[src/rtl/if_fetch_stage.sv]
// IF stage and IF/ID register: PC, single-outstanding imem handshake, redirect target.
// Optional performance counters are enabled by defining IF_FETCH_PERF_CNT_EN.
module if_fetch_stage #(
    parameter logic [31:0] RESET_PC  = 32'h0000_3000,
    parameter logic [31:0] NOP_INSTR = 32'h0000_0000
) (
    input  logic        clk,
    input  logic        rst,
    input  logic        wpcir,
    input  logic [1:0]  NPCOp,
    input  logic [31:0] rs_data,
    output logic        imem_req,
    output logic [31:0] imem_addr,
    input  logic        imem_ack,
    input  logic [31:0] imem_rdata,
    output logic [31:0] ifid_pc4,
    output logic [31:0] ifid_instr,
    output logic        ifid_valid,
    output logic [31:0] perf_stall_cnt,
    output logic [31:0] perf_flush_cnt
);

    typedef enum logic [1:0] {S_REQ, S_HOLD, S_DROP} state_t;

    state_t      state, state_n;
    logic [31:0] pc, pc_n, pc_plus4;
    logic [31:0] drop_addr, drop_addr_n;
    logic [31:0] hold_pc4, hold_pc4_n, hold_instr, hold_instr_n;
    logic [31:0] ifid_pc4_n, ifid_instr_n;
    logic        ifid_valid_n;
    logic        redirect, bubble;
    logic [31:0] target;

    assign pc_plus4 = pc + 32'd4;
    assign redirect = ifid_valid & (NPCOp != 2'b00) & ~wpcir;

    always_comb begin
        case (NPCOp)
            2'b01:   target = ifid_pc4 + {{14{ifid_instr[15]}}, ifid_instr[15:0], 2'b00};
            2'b10:   target = {ifid_pc4[31:28], ifid_instr[25:0], 2'b00};
            2'b11:   target = {rs_data[31:2], 2'b00};
            default: target = pc_plus4;
        endcase
    end

    // The request stays up through S_DROP so the abandoned fetch completes cleanly.
    assign imem_req  = ~rst & (state != S_HOLD);
    assign imem_addr = (state == S_DROP) ? drop_addr : pc;

    always_comb begin
        // NOTE: every variable gets a default first so no path leaves one unassigned (no latches).
        state_n      = state;
        pc_n         = pc;
        drop_addr_n  = drop_addr;
        hold_pc4_n   = hold_pc4;
        hold_instr_n = hold_instr;
        ifid_pc4_n   = ifid_pc4;
        ifid_instr_n = ifid_instr;
        ifid_valid_n = ifid_valid;
        bubble       = 1'b0;
        case (state)
            S_REQ: begin
                if (imem_ack) begin
                    if (redirect) begin
                        pc_n   = target;
                        bubble = 1'b1;
                    end else if (wpcir) begin
                        hold_pc4_n   = pc_plus4;
                        hold_instr_n = imem_rdata;
                        pc_n         = pc_plus4;
                        state_n      = S_HOLD;
                    end else begin
                        ifid_pc4_n   = pc_plus4;
                        ifid_instr_n = imem_rdata;
                        ifid_valid_n = 1'b1;
                        pc_n         = pc_plus4;
                    end
                end else if (redirect) begin
                    drop_addr_n = pc;
                    pc_n        = target;
                    bubble      = 1'b1;
                    state_n     = S_DROP;
                end else if (!wpcir) begin
                    bubble = 1'b1;
                end
            end
            S_HOLD: begin
                if (!wpcir) begin
                    state_n = S_REQ;
                    if (redirect) begin
                        pc_n   = target;
                        bubble = 1'b1;
                    end else begin
                        ifid_pc4_n   = hold_pc4;
                        ifid_instr_n = hold_instr;
                        ifid_valid_n = 1'b1;
                    end
                end
            end
            S_DROP: begin
                if (imem_ack) state_n = S_REQ;
                if (redirect) pc_n = target;
                if (!wpcir) bubble = 1'b1;
            end
            default: state_n = S_REQ;
        endcase
        // A bubble keeps ifid_pc4 so a later relative target still has a defined base.
        if (bubble) begin
            ifid_valid_n = 1'b0;
            ifid_instr_n = NOP_INSTR;
        end
    end

    always_ff @(posedge clk) begin
        // NOTE: sequential state uses non-blocking assignments so all flops update together.
        if (rst) begin
            state      <= S_REQ;
            pc         <= RESET_PC;
            drop_addr  <= 32'd0;
            hold_pc4   <= 32'd0;
            hold_instr <= NOP_INSTR;
            ifid_pc4   <= 32'd0;
            ifid_instr <= NOP_INSTR;
            ifid_valid <= 1'b0;
        end else begin
            state      <= state_n;
            pc         <= pc_n;
            drop_addr  <= drop_addr_n;
            hold_pc4   <= hold_pc4_n;
            hold_instr <= hold_instr_n;
            ifid_pc4   <= ifid_pc4_n;
            ifid_instr <= ifid_instr_n;
            ifid_valid <= ifid_valid_n;
        end
    end

`ifdef IF_FETCH_PERF_CNT_EN
    logic [31:0] stall_cnt, flush_cnt;

    always_ff @(posedge clk) begin
        if (rst) begin
            stall_cnt <= 32'd0;
            flush_cnt <= 32'd0;
        end else begin
            if (wpcir)    stall_cnt <= stall_cnt + 32'd1;
            if (redirect) flush_cnt <= flush_cnt + 32'd1;
        end
    end

    assign perf_stall_cnt = stall_cnt;
    assign perf_flush_cnt = flush_cnt;
`else
    assign perf_stall_cnt = 32'd0;
    assign perf_flush_cnt = 32'd0;
`endif

endmodule
[config.mk]
export PLATFORM = sky130hd
export DESIGN_NAME = if_fetch_stage
export DESIGN_NICKNAME = d
export VERILOG_FILES = /design/src/rtl/if_fetch_stage.sv
export SDC_FILE = /design/constraint.sdc
export NUM_CORES = 1
export LEC_CHECK = 0
export ABC_CLOCK_PERIOD_IN_PS = 3150
export CAP_MARGIN = 40
export CORE_MARGIN = 2
export CORE_UTILIZATION = 53
export CTS_BUF_LIST = sky130_fd_sc_hd__clkbuf_8 sky130_fd_sc_hd__clkbuf_16
export DETAILED_ROUTE_END_ITERATION = 8
export PLACE_DENSITY = 0.92
export SLEW_MARGIN = 5
export SYNTH_ARGS = -nofsm -noshare
export SYNTH_HDL_FRONTEND = slang
export SYNTH_SLANG_ARGS = --single-unit
[constraint.sdc]
create_clock -name clk -period 3.15 [get_ports clk]
set_clock_uncertainty 0.05 [all_clocks]
set_input_delay 0.63 -clock clk [delete_from_list [all_inputs] [get_ports clk]]
set_output_delay 0.63 -clock clk [all_outputs]
set_load 0.01 [all_outputs]
==> impl_metrics.json <==
{
  "ios": 232,
  "synth-edff-count": 0,
  "crit_start": "state[0]$_SDFFE_PP0P_",
  "fp-row-count": 53,
  "end_kind": "primary output",
  "finalCritPeriodShare": 0.9624,
  "synth_area_um2": 11490,
  "grt_pass1_vias": 10670,
  "clkSlewWorstSetupHoldPaths_ns": 0.08,
  "antenna_cells": 0,
  "leakage_nw": 5.207,
  "reg2reg_depth": 12,
  "crit_type": "reg -> out",
  "ys_ff_latch": 195,
  "routed_wl_um": 35920,
  "power.density_nw_per_um2": 481.4,
  "maxCapViolCount": 0,
  "outcome": "finished, final reports clean",
  "htree_levels": 4,
  "grt_antenna_before_repair": 0,
  "fillers": 1761,
  "initial_utilization": 0.5431,
  "grt_pass1_wl_um": 55470,
  "vdd_drop_max_mv": 0.3592,
  "detail_route.wl_per_cell_um": 18.95,
  "nets": 1712,
  "drive_above_1_share": 0.08765,
  "drcViolationCount": 0,
  "r2r_setup_slack_ns": 0.16,
  "yosysWarnings": 0,
  "report.final.slew_viol_count": 0,
  "synth-main-ff-cell": "dfxtp_1",
  "die_w_um": 151.2,
  "cts_buffer_depth": 2,
  "io_buffers": 165,
  "clock_sinks": 195,
  "avgViaCountPerCell": 6.009,
  "slew-limit-headroom": 0.4679,
  "cts.hold.buffers_added": 0,
  "vias": 11390,
  "required_ns": 2.47,
  "worst_pin_slew_ns": 0.7982,
  "utilization": 0.6551,
  "cp-endpoint": "imem_addr[12]",
  "overflow": 0,
  "holdWs_ns": 0.4051,
  "worstHoldPathType": "reg -> reg",
  "grt_usage": 0.3120,
  "cts_buffers": 17,
  "fin_setup_tns_ns": 0,
  "syn_avg_cell_area_um2": 7.716,
  "async_flop_share": 0,
  "grt_start_max_net_pins": 86,
  "cts_setup_buffers": 0,
  "min_period_ns": 3.031,
  "firstDrtPassIters": 6,
  "r2r-start": "ifid_instr[0]$_SDFFE_PP0P_",
  "rsz0062_at_grt": "no",
  "area_delta_synth_final_pct": 20.60,
  "ys_types": 70,
  "fmax_ghz": 0.3299,
  "worstPathMaxFanout": 26,
  "finalHoldViolations": 0,
  "startpoint_type": "register",
  "post_cts_resized": 0,
  "setup_violations": 0,
  "die_h_um": 151.2,
  "synth_cells": 1489,
  "cts_tree": "yes",
  "ys_seq_area_frac": 0.3398,
  "worstSkewPairLatency_ns": 0.46,
  "ant_nets": 0,
  "r2r-end": "pc[20]$_SDFFE_PP0P_",
  "root_buffer": "clkbuf_16",
  "drt_iter0_markers": 1391,
  "arrival_ns": 2.35,
  "die_area_um2": 22870,
  "dp_hpwl_um": 25580,
  "place_congestion": 1.004,
  "coreArea_um2": 21150
}
## through the flow
step / total power, mW / worst slack, ns / cell area [um^2] / cells
5_1_grt: 6.913 / 0.004993 / 13860 / 1895
6_report: 6.671 / 0.1185 / 13860 / 1895
2_1_floorplan: 3.828 / 0.4612 / 11730 / 1552
3_3_place_gp: 4.388 / 0.2309 / 13220 / 1861
3_5_place_dp: 4.443 / 0.2062 / 13250 / 1863
4_1_cts: 6.632 / 0.1243 / 13860 / 1895
## per-layer routing
layer	wire [um]	vias to the layer above	track usage
li1	-	5295	-
met1	13650	5326	0.3717
met2	17420	634	0.5287
met3	3201	132	0.07289
met4	1648	0	0.1505
met5	0	-	0
## worst max-delay path, cell delays in order (launching register included)
cell and delay (ns):
dfxtp_1 0.42, inv_1 0.11, ha_1 0.23, buf_4 0.24
o21ai_0 0.30, clkdlybuf4s50_1 0.60
## synth_stat cells (14+ instances only)
master	number	area share
inv_1	22	0.0072
mux2_2	34	0.033
clkbuf_1	94	0.031
nor2_1	130	0.042
ha_1	34	0.037
dfxtp_1	195	0.34
nor3_1	19	0.0083
mux2i_1	56	0.049
nand3_1	26	0.011
a22oi_1	14	0.0091
xor2_1	21	0.016
buf_4	65	0.042
nand2_1	269	0.088
o21ai_0	76	0.033
xnor2_1	31	0.024
a211oi_1	74	0.048
a21oi_1	156	0.068
## cells in the final DEF (no fill, tap or decap), types with 12 or more instances in the layout
cell type,n
a211oi_1,74
a21o_1,12
a21oi_1,156
a22oi_1,14
buf_4,44
clkbuf_16,17
clkdlybuf4s50_1,163
conb_1,64
dfxtp_1,194
ha_1,33
inv_1,22
mux2_2,34
mux2i_1,56
nand2_1,269
nand3_1,26
nor2_1,130
nor3_1,19
o21ai_0,75
xnor2_1,31
xor2_1,21
## cells by family (layout without fill, tap and decap cells)
kind of cell               Yosys count  count (layout)  share of synthesized area
muxes                               90              90                    0.08211
DFF                                195             195                     0.3398
buffers and inverters              200             268                    0.08755
adders and majority gates           35              35                    0.03877
AOI/OAI and AO/OA                  403             403                     0.2139
xor gates and xnor gates            52              52                    0.03964
and+or+nand+nor                    513             513                     0.1980
other                                1              64                  0.0003264
## flip-flops by register name, indices dropped and copies added, names as in the netlist
register	flops
drop_addr	32
hold_instr	32
hold_pc4	32
ifid_instr	32
ifid_pc4	32
ifid_valid	1
pc	32
state	2
## power breakdown
group / switching [mW] / leakage [nW] / internal (mW)
Clock: 1.15 / 0.292 / 1.08
Combinational: 0.949 / 3.33 / 0.696
Sequential: 0.178 / 1.59 / 2.63
## how the worst min path moves through the flow
stage                                     from                          to  slack (ns)  depth (start not counted)
floorplan            drop_addr[0]$_SDFFE_PP0P_   drop_addr[0]$_SDFFE_PP0P_        0.38                          2
global placement     drop_addr[7]$_SDFFE_PP0P_   drop_addr[7]$_SDFFE_PP0P_        0.39                          2
detailed placement  drop_addr[30]$_SDFFE_PP0P_  drop_addr[30]$_SDFFE_PP0P_        0.39                          2
CTS                 drop_addr[30]$_SDFFE_PP0P_  drop_addr[30]$_SDFFE_PP0P_        0.41                          2
global route        hold_instr[8]$_SDFFE_PP0P_  hold_instr[8]$_SDFFE_PP0P_        0.42                          2
finish              drop_addr[30]$_SDFFE_PP0P_  drop_addr[30]$_SDFFE_PP0P_        0.41                          2
## cell type report
class                      count  area, um^2  share of cell area
sequential                   195        3905              0.2818
tap                          275       344.1             0.02483
clock inverter                15       181.4             0.01309
timing repair buffer         214        2087              0.1506
multi-input combinational   1157        6832              0.4930
clock buffer                  17       425.4             0.03070
inverter                      22       82.58            0.005959
Note: power is estimated with default switching activity, not from simulation.
